[config.mk]
export PLATFORM = sky130hd
export DESIGN_NAME = btn_filter_bank_flat
export DESIGN_NICKNAME = d
export VERILOG_FILES = /design/src/rtl/btn_pkg.sv /design/src/rtl/btn_filter_bank_if.sv /design/src/rtl/btn_filter_ch.sv /design/src/rtl/btn_filter_bank.sv /design/src/flat_wrapper.sv
export SDC_FILE = /design/constraint.sdc
export NUM_CORES = 1
export LEC_CHECK = 0
export CAP_MARGIN = 10
export CELL_PAD_IN_SITES_DETAIL_PLACEMENT = 0
export CELL_PAD_IN_SITES_GLOBAL_PLACEMENT = 1
export CORE_ASPECT_RATIO = 1.75
export CORE_MARGIN = 10
export CORE_UTILIZATION = 50
export CTS_CLUSTER_DIAMETER = 40
export CTS_CLUSTER_SIZE = 25
export DETAILED_ROUTE_END_ITERATION = 12
export HOLD_SLACK_MARGIN = 0.03
export PLACE_DENSITY = 0.94
export SETUP_SLACK_MARGIN = 0.3
export SYNTH_ARGS = -nofsm -noshare
export SYNTH_HDL_FRONTEND = slang
export SYNTH_SLANG_ARGS = --single-unit
export TNS_END_PERCENT = 10
[constraint.sdc]
create_clock -name clk_i -period 4.5 [get_ports clk_i]
set_input_delay 0.9 -clock clk_i [delete_from_list [all_inputs] [get_ports clk_i]]
set_output_delay 0.9 -clock clk_i [all_outputs]
set_load 0.02 [all_outputs]
[src/rtl/btn_pkg.sv]
// rtl/btn_pkg.sv - shared state encoding, default timing constants and counter width helper for the button filter bank
package btn_pkg;

  typedef enum logic [1:0] {
    IDLE   = 2'd0,
    ARM_HI = 2'd1,
    HELD   = 2'd2,
    ARM_LO = 2'd3
  } btn_state_t;

  localparam int DEBOUNCE_CYC_10M = 10000;
  localparam int LONG_CYC_10M     = 10000000;

  // Counter width able to hold 0..n-1, never narrower than one bit.
  function automatic int cnt_width(input int n);
    return (n <= 2) ? 1 : $clog2(n);
  endfunction

endpackage

[src/rtl/btn_filter_bank_if.sv]
// rtl/btn_filter_bank_if.sv - button inputs, clears and conditioned outputs of the filter bank
interface btn_filter_bank_if #(
  parameter int N_CH = 4
);
  logic [N_CH-1:0] btn_i;
  logic [N_CH-1:0] clr_i;
  logic [N_CH-1:0] level_o;
  logic [N_CH-1:0] rise_o;
  logic [N_CH-1:0] fall_o;
  logic [N_CH-1:0] long_o;
  logic [N_CH-1:0] evt_o;

  modport master (
    output btn_i, clr_i,
    input  level_o, rise_o, fall_o, long_o, evt_o
  );

  modport slave (
    input  btn_i, clr_i,
    output level_o, rise_o, fall_o, long_o, evt_o
  );
endinterface

[src/rtl/btn_filter_ch.sv]
// rtl/btn_filter_ch.sv - one button channel: synchroniser, debounce FSM, pulses, sticky event flag
// Long-press counter and long_o built only when BTN_LONGPRESS_EN is defined.
module btn_filter_ch
  import btn_pkg::*;
#(
  parameter int DEBOUNCE_CYC = DEBOUNCE_CYC_10M,
  parameter int LONG_CYC     = LONG_CYC_10M,
  parameter bit ACTIVE_LOW   = 1'b0
) (
  input  logic clk_i,
  input  logic rst_i,
  input  logic btn_i,
  input  logic clr_i,
  output logic level_o,
  output logic rise_o,
  output logic fall_o,
  output logic long_o,
  output logic evt_o
);

  localparam int DW = cnt_width(DEBOUNCE_CYC);
  localparam logic [DW-1:0] DMAX = DW'(DEBOUNCE_CYC - 1);

  logic [1:0]    sync_q;
  logic          s;
  btn_state_t    state_q, state_d;
  logic [DW-1:0] dcnt_q, dcnt_d;
  logic          level_q, level_d;
  logic          rise_q, rise_d;
  logic          fall_q, fall_d;
  logic          evt_q;

  assign s = sync_q[1] ^ ACTIVE_LOW;

  always_ff @(posedge clk_i or posedge rst_i) begin
    if (rst_i) begin
      sync_q  <= 2'b00;
      state_q <= IDLE;
      dcnt_q  <= '0;
      level_q <= 1'b0;
      rise_q  <= 1'b0;
      fall_q  <= 1'b0;
      evt_q   <= 1'b0;
    end else begin
      sync_q  <= {sync_q[0], btn_i};
      state_q <= state_d;
      dcnt_q  <= dcnt_d;
      level_q <= level_d;
      rise_q  <= rise_d;
      fall_q  <= fall_d;
      // A new press outranks a software clear landing in the same cycle.
      evt_q   <= rise_d | (evt_q & ~clr_i);
    end
  end

  always_comb begin
    state_d = state_q;
    dcnt_d  = dcnt_q;
    level_d = level_q;
    rise_d  = 1'b0;
    fall_d  = 1'b0;
    case (state_q)
      IDLE: begin
        if (s) begin
          state_d = ARM_HI;
          dcnt_d  = '0;
        end
      end
      ARM_HI: begin
        if (!s) begin
          state_d = IDLE;
        end else if (dcnt_q == DMAX) begin
          state_d = HELD;
          level_d = 1'b1;
          rise_d  = 1'b1;
        end else begin
          dcnt_d = dcnt_q + 1'b1;
        end
      end
      HELD: begin
        if (!s) begin
          state_d = ARM_LO;
          dcnt_d  = '0;
        end
      end
      ARM_LO: begin
        if (s) begin
          state_d = HELD;
        end else if (dcnt_q == DMAX) begin
          state_d = IDLE;
          level_d = 1'b0;
          fall_d  = 1'b1;
        end else begin
          dcnt_d = dcnt_q + 1'b1;
        end
      end
      default: state_d = IDLE;
    endcase
  end

`ifdef BTN_LONGPRESS_EN
  localparam int LW = cnt_width(LONG_CYC);
  localparam logic [LW-1:0] LMAX = LW'(LONG_CYC - 1);

  logic [LW-1:0] lcnt_q;
  logic          fired_q;
  logic          long_q;

  // lcnt saturates at LONG_CYC-1; fired_q keeps long_o to one pulse per press.
  always_ff @(posedge clk_i or posedge rst_i) begin
    if (rst_i) begin
      lcnt_q  <= '0;
      fired_q <= 1'b0;
      long_q  <= 1'b0;
    end else begin
      long_q <= 1'b0;
      if (fall_d) begin
        lcnt_q  <= '0;
        fired_q <= 1'b0;
      end else if (state_q == HELD) begin
        if (lcnt_q != LMAX) begin
          lcnt_q <= lcnt_q + 1'b1;
        end else if (!fired_q) begin
          long_q  <= 1'b1;
          fired_q <= 1'b1;
        end
      end
    end
  end

  assign long_o = long_q;
`else
  assign long_o = 1'b0;
`endif

  assign level_o = level_q;
  assign rise_o  = rise_q;
  assign fall_o  = fall_q;
  assign evt_o   = evt_q;

endmodule

[src/rtl/btn_filter_bank.sv]
// rtl/btn_filter_bank.sv - N-channel push-button conditioner for the CPU peripheral bus
// Long-press detection enabled by defining BTN_LONGPRESS_EN.
module btn_filter_bank
  import btn_pkg::*;
#(
  parameter int N_CH         = 4,
  parameter int DEBOUNCE_CYC = DEBOUNCE_CYC_10M,
  parameter int LONG_CYC     = LONG_CYC_10M,
  parameter bit ACTIVE_LOW   = 1'b0
) (
  input logic               clk_i,
  input logic               rst_i,
  btn_filter_bank_if.slave  bus
);

  if (N_CH < 1 || N_CH > 16 || DEBOUNCE_CYC < 2) begin : g_bad_param
    $error("btn_filter_bank: N_CH must be 1..16 and DEBOUNCE_CYC at least 2");
  end

`ifdef BTN_LONGPRESS_EN
  if (LONG_CYC <= DEBOUNCE_CYC) begin : g_bad_long
    $error("btn_filter_bank: LONG_CYC must exceed DEBOUNCE_CYC");
  end
`endif

  for (genvar i = 0; i < N_CH; i++) begin : g_ch
    btn_filter_ch #(
      .DEBOUNCE_CYC (DEBOUNCE_CYC),
      .LONG_CYC     (LONG_CYC),
      .ACTIVE_LOW   (ACTIVE_LOW)
    ) u_ch (
      .clk_i   (clk_i),
      .rst_i   (rst_i),
      .btn_i   (bus.btn_i[i]),
      .clr_i   (bus.clr_i[i]),
      .level_o (bus.level_o[i]),
      .rise_o  (bus.rise_o[i]),
      .fall_o  (bus.fall_o[i]),
      .long_o  (bus.long_o[i]),
      .evt_o   (bus.evt_o[i])
    );
  end

endmodule

[src/flat_wrapper.sv]
// flat-port wrapper written by rule: the top's interface ports become plain ports
module btn_filter_bank_flat import btn_pkg::*;
#(
  parameter int N_CH         = 4,
  parameter int DEBOUNCE_CYC = DEBOUNCE_CYC_10M,
  parameter int LONG_CYC     = LONG_CYC_10M,
  parameter bit ACTIVE_LOW   = 1'b0
)
  (clk_i, rst_i, bus_btn_i, bus_clr_i, bus_level_o, bus_rise_o, bus_fall_o, bus_long_o, bus_evt_o);
  btn_filter_bank_if #(.N_CH(N_CH)) bus_i ();
  input logic clk_i;
  input logic rst_i;
  input wire logic [$bits(bus_i.btn_i)-1:0] bus_btn_i;
  input wire logic [$bits(bus_i.clr_i)-1:0] bus_clr_i;
  output wire logic [$bits(bus_i.level_o)-1:0] bus_level_o;
  output wire logic [$bits(bus_i.rise_o)-1:0] bus_rise_o;
  output wire logic [$bits(bus_i.fall_o)-1:0] bus_fall_o;
  output wire logic [$bits(bus_i.long_o)-1:0] bus_long_o;
  output wire logic [$bits(bus_i.evt_o)-1:0] bus_evt_o;
  assign bus_i.btn_i = bus_btn_i;
  assign bus_i.clr_i = bus_clr_i;
  assign bus_level_o = bus_i.level_o;
  assign bus_rise_o = bus_i.rise_o;
  assign bus_fall_o = bus_i.fall_o;
  assign bus_long_o = bus_i.long_o;
  assign bus_evt_o = bus_i.evt_o;
  btn_filter_bank #(.N_CH(N_CH), .DEBOUNCE_CYC(DEBOUNCE_CYC), .LONG_CYC(LONG_CYC), .ACTIVE_LOW(ACTIVE_LOW)) u_core (.clk_i(clk_i), .rst_i(rst_i), .bus(bus_i));
endmodule
; Word level (Yosys, flattened, before mapping)
; Index checks and enable logic that the tools add are counted.
[totals]
out_inout_bits = 20
n_memories = 0
latch_bits = 0
input_bits = 10
romBits = 0
reg_bits = 88
ramBits = 0
[op_classes]
n_mux = 92
shift = 0
magnitude_cmp = 0
n_bitwise = 12
n_addsub = 4
n_reduce_logical = 20
multipliers = 0
div = 0
eq_ne = 48
[ops]
columns = op, n
row1 = $mux 14, 20
row2 = $pmux 14 s4, 4
row3 = $add 14x1->14 const B, 4
row4 = $eq 14x14->1 const B, 4
row5 = $mux 2, 24
row6 = $ne 2x2->1 const B, 24
row7 = $mux 1, 36
row8 = $pmux 2 s4, 4
row9 = $reduce_and 4->1, 8
row10 = $ne 3x3->1 const B, 8
row11 = $reduce_and 5->1, 4
row12 = $eq 2x2->1 const B, 8
row13 = $eq 2x1->1 const B, 4
row14 = $logic_not 2->1, 4
row15 = $pmux 1 s2, 4
row16 = $reduce_bool 2->1, 4
row17 = $and 1x1->1, 4
row18 = $not 1->1, 4
row19 = $or 1x1->1, 4

; Depth between registers and ports, before layout
[logic_depth]
ltp_word = 5
ltp_mapped = 6

; Cells and area by module
; From an unflattened synthesis, not the netlist that was laid out.
[hier_totals]
hier_cells = 464
area_unflattened_um2 = 4505.6
[modules_own_cells]
columns = mod, instances, seq_area_each_um2, cells_each, area_each_um2
row1 = btn_filter_ch (u_core.g_ch[0].u_ch ...), 3, 550.5, 116, 1129.8
row2 = btn_filter_ch (u_core.g_ch[3].u_ch), 1, 550.5, 116, 1116.1

; Worst setup path after synthesis
; OpenSTA, ideal clock, no wires.
[synth_path]
kind = register -> register
startpoint = register u_core.g_ch[0].u_ch.dcnt_q[0]
endpoint = register u_core.g_ch[0].u_ch.dcnt_q[0]
setup_ps = 116
n_path_buf = 1
setup_slack_ps = 2663
period_less_slack_ps = 1837
path_stages_with_launch = 7
t_arrival_ps = 1721
cell_sequence = dfrtp_1 -> ha_1 -> and4b_1 -> and4_1 -> clkbuf_1 -> or2_2 -> o311ai_0
[synth_via]
elab_chain_cells = 4
elab_cells_between_ends = 6
classes_between = add/sub: 1 / eq/ne: 1 / mux: 4
[synth_rtl]
columns = element, line
row1 = start: declaration, btn_filter_ch.sv:27  ; logic [DW-1:0] dcnt_q, dcnt_d;
row2 = start signal: assignment, btn_filter_ch.sv:47  ; dcnt_q <= dcnt_d;
row3 = $add 14x1->14 / $eq 14x14->1 (equally long branches), --
row4 = $mux 14 *, "btn_filter_ch.sv:72, btn_filter_ch.sv:89"
row5 = "$mux 14, on equally long branches", "btn_filter_ch.sv:87, btn_filter_ch.sv:70"
row6 = $pmux 14 s4 *, btn_filter_ch.sv:62  ; case (state_q)
; Every way passes the cells marked *; elsewhere a longest branch is shown, timed or not. The select of a mux whose other input is x is not followed.
; A chain may end at the register's enable or synchronous reset.

; Final worst setup path
[layout_path]
startpoint = register u_core.g_ch[3].u_ch.level_q
endpoint = output bus_level_o[3]
[layout_rtl]
columns = element, line
row1 = start: declaration, btn_filter_ch.sv:28  ; logic level_q, level_d;
row2 = start signal: assignment, btn_filter_ch.sv:48  ; level_q <= level_d;
row3 = end: declaration, flat_wrapper.sv:15  ; output wire logic [$bits(bus_i.level_o)-1:0] bus_level_o;
; No word-level cell between the ends.

==> results by group <==
Outcome
  – Status: finished clean

STA
  – Max-slew violations: 0
  – RSZ-0062 raised after global routing: false
  – F_max: approximately 0.44 GHz
  – Tcrit/Tclk final: 0.501
  – Endpoints failing setup: 0
  – Slew HR: 0.377
  – Min Tclk post-route: roughly 2300 ps
  – Final number of hold-violating endpoints: 0
  – Worst-margin pin slew: 933 ps
  – Clock skew: 6.08 ps
  – Setup TNS: 0 ps

Synth
  – Adder-cell share of the synthesized area: 0.0109
  – Mapped Avg Cell Area: between 9 and 10 um2
  – Primary FF master, synth: dfrtp_1
  – Synth Area in Compound Gates: 0.128
  – Post-synthesis sequential area ratio: 0.482
  – Post-synthesis mux area share: 0.0224
  – Post-synthesis simple-gate area fraction: 0.261
  – Number of synthesized flops with an enable pin: 0
  – Cell Area, Synth: around 4600 um2
  – Syn Inst Count: 478
  – Unique masters post-synth: 58
  – #FFs+latches synth: approximately 90
  – Ys async rst share: 1.00
  – Main combinational cell family by area after synthesis: simple AND/OR/NAND/NOR gates
  – Synthesis warning total: 0
  – Synth Area in XOR/XNOR: 0.0304

Worst setup path
  – Crit path kind: reg2out
  – CP max stage cell: clkdlybuf4s50_1
  – Crit-path max FO: 3
  – Reg-to-reg slack, setup: about 2400 ps
  – Start point of the critical path: u_core.g_ch[3].u_ch.level_o
  – Crit end category: output port
  – Crit-path cells: clkdlybuf4s50_1
  – Startpoint types: flop
  – Worst path top cell family by delay: buffers and inverters
  – Slowest Stage Delay on Critical Path: approximately 630 ps
  – Reg-to-reg startpoint: u_core.g_ch[0].u_ch.dcnt_q[0]
  – WP buf/inv: 1
  – Critical path required time: 3600 ps
  – Critical Path AT: between 1000 and 1500 ps

Clock tree
  – Clk buf depth: 2
  – CTS tree: yes
  – CTS H-tree depth: 3
  – CTS root buffer: clkbuf_16
  – CTS sink cnt: between 80 and 90
  – Worst-path clk slew: roughly 60 ps
  – Post-CTS setup buffers: 0
  – Clk_lat worst skew: 340 ps
  – # resized after CTS: 0
  – CTS Hold Bufs: 0
  – Total CTS buffers: 9

Power
  – Clock network power share: 0.433
  – NetSw: ~0.42 mW
  – Combinational share of power: 0.061
  – VDD IR max: 0.236 mV
  – Seq pwr share: 0.506
  – Sw Ratio: 0.242
  – Power density over the cells: 340 nW/um2
  – Pleak: between 2 and 2.5 nW
  – Pint: between 1 and 1.5 mW

Place
  – DP Area: between 4000 and 5000 um2
  – Final Wtd Congestion: 0.808
  – Hpwl dp: around 6900 um
  – Input/output buffers: 25

Route
  – Top Layer Used: met4
  – Wire length on met3: between 400 and 500 um
  – Vias post-DR: 3,640
  – Detail Route Antenna Nets: 0
  – Pre-antenna DRT Iters: 4
  – Met2 wire length: roughly 5000 um
  – Post-route DRC: 0
  – WL/cell: around 16 um
  – Vias per Instance: ~6.0
  – Met1 Routed Length: 4060 um
  – Final WL: 9720 um
  – Iteration-0 DRC count of the detailed router: approximately 150

Global routing
  – Total global-route track usage: 0.151
  – Initial antenna violation count: 0
  – Total gr overflow: 0
  – Vias in the first global route: 3,613
  – Largest net degree at the start of global routing: 55
  – First-pass GRT wire length: about 17,000 um

Floorplanning
  – Core area: approximately 9000 um2
  – Ports: 30
  – Die ar.: ~14,000 um2
  – Die height: 146 um
  – Initial Utilization: 0.509
  – Die Width: 92.3 um
  – Rows: 46

Finish
  – Antenna Cells: 0
  – Fillers: ~800
  – Sequential Area: 2200 um2
  – Final Cell Area: slightly above 5000 um2
  – Multi-input gate area: ~2100 um2
  – Most frequent cells in the layout: dfrtp_1 (88), nand2_1 (50), nand3_1 (32)
  – Layout cells sized above 1: 0.0673
  – NumNets Final: ~500
  – Commonest non-fill, non-tap cell in the layout: dfrtp_1
  – Area grow syn2layout: 11.7%

Worst hold path
  – Worst Hold Class: reg2reg
  – Hold Crit Start: u_core.g_ch[3].u_ch.sync_q[0]

Job
  – # Max-Cap Violations: 0
## registers in the layout, indices dropped and copies added (netlist names), named ones only
signal / count
u_core.g_ch.u_ch.dcnt_q: 56
u_core.g_ch.u_ch.sync_q: 8
u_core.g_ch.u_ch.evt_o: 4
u_core.g_ch.u_ch.fall_o: 4
u_core.g_ch.u_ch.level_o: 4
u_core.g_ch.u_ch.rise_o: 4
u_core.g_ch.u_ch.state_q: 4
## synthesized netlist by cell type, types with 4 or more instances
master	count	area, um2
dfrtp_1	88	2200
nand2_1	50	188
nand3_1	32	160
nor2_1	30	113
o21ai_0	24	120
inv_1	22	82.6
buf_4	20	150
a21oi_1	18	90.1
clkbuf_1	16	60.1
nand4_1	13	81.3
nor3_1	13	65.1
or4_1	12	90.1
o211ai_1	11	82.6
xnor2_1	10	87.6
or3_1	9	56.3
mux2i_1	8	80.1
and3_1	7	43.8
and4_1	6	52.6
nor3b_1	6	45.0
o31ai_1	6	45.0
a22o_1	4	35.0
a31oi_1	4	25.0
ha_1	4	50.1
nand2b_1	4	25.0
nor4_1	4	25.0
o311ai_0	4	35.0
xor2_1	4	35.0
## cell type report
class | count | share of cell area
clock inverter | 4 | 0.0103
inverter | 22 | 0.0164
timing repair buffer | 30 | 0.0564
sequential | 88 | 0.431
tap | 120 | 0.0294
multi-input combinational | 334 | 0.408
clock buffer | 12 | 0.0483
## power by group through the flow
stage               Sequential (mW)  Clock (mW)  Combinational (mW)
finish                        0.878       0.751               0.106
global route                  0.884       0.801               0.124
CTS                           0.876       0.763               0.108
detailed placement            0.891           0               0.108
global placement              0.887           0               0.103
floorplan                     0.862           0               0.100
## final timing paths
check                                                     end  cells past startpoint
worst max-delay path                           bus_level_o[3]                      1
worst min-delay path            u_core.g_ch[3].u_ch.sync_q[1]                      0
worst max register to register  u_core.g_ch[0].u_ch.dcnt_q[0]                      5
worst min register to register  u_core.g_ch[3].u_ch.sync_q[1]                      0
max in group asynchronous         u_core.g_ch[1].u_ch.level_o                      3
min in group asynchronous       u_core.g_ch[2].u_ch.dcnt_q[5]                      2
## per-layer routing
| metal | vias up | track usage |
|---|---|---|
| met5 | - | 0 |
| met4 | 0 | 0.0605 |
| met3 | 16 | 0.0385 |
| met2 | 90 | 0.259 |
| met1 | 1789 | 0.175 |
| li1 | 1745 | - |
## metrics by stage
stage | std cells | setup WS (ps) | power [mW] | utilization | hold WS [ps]
after CTS | 610 | 2230 | 1.75 | 0.569 | 359
after global placement | 594 | 2250 | 0.990 | 0.535 | 335
after global routing | 610 | 2190 | 1.81 | 0.569 | 362
after detailed placement | 594 | 2200 | 0.999 | 0.535 | 343
final | 610 | 2250 | 1.73 | 0.569 | 355
after floorplan | 481 | 1320 | 0.962 | - | 331
## cell families (layout without fill, tap and decap cells)
family	after synthesis	in the layout
xor gates and xnor gates	15	15
and+or+nand+nor	212	212
adders and majority gates	4	4
AOI/OAI and AO/OA	89	89
buffers and inverters	59	68
other	1	4
muxes	10	10
DFF	88	88
(Power assumes the default switching activity.)
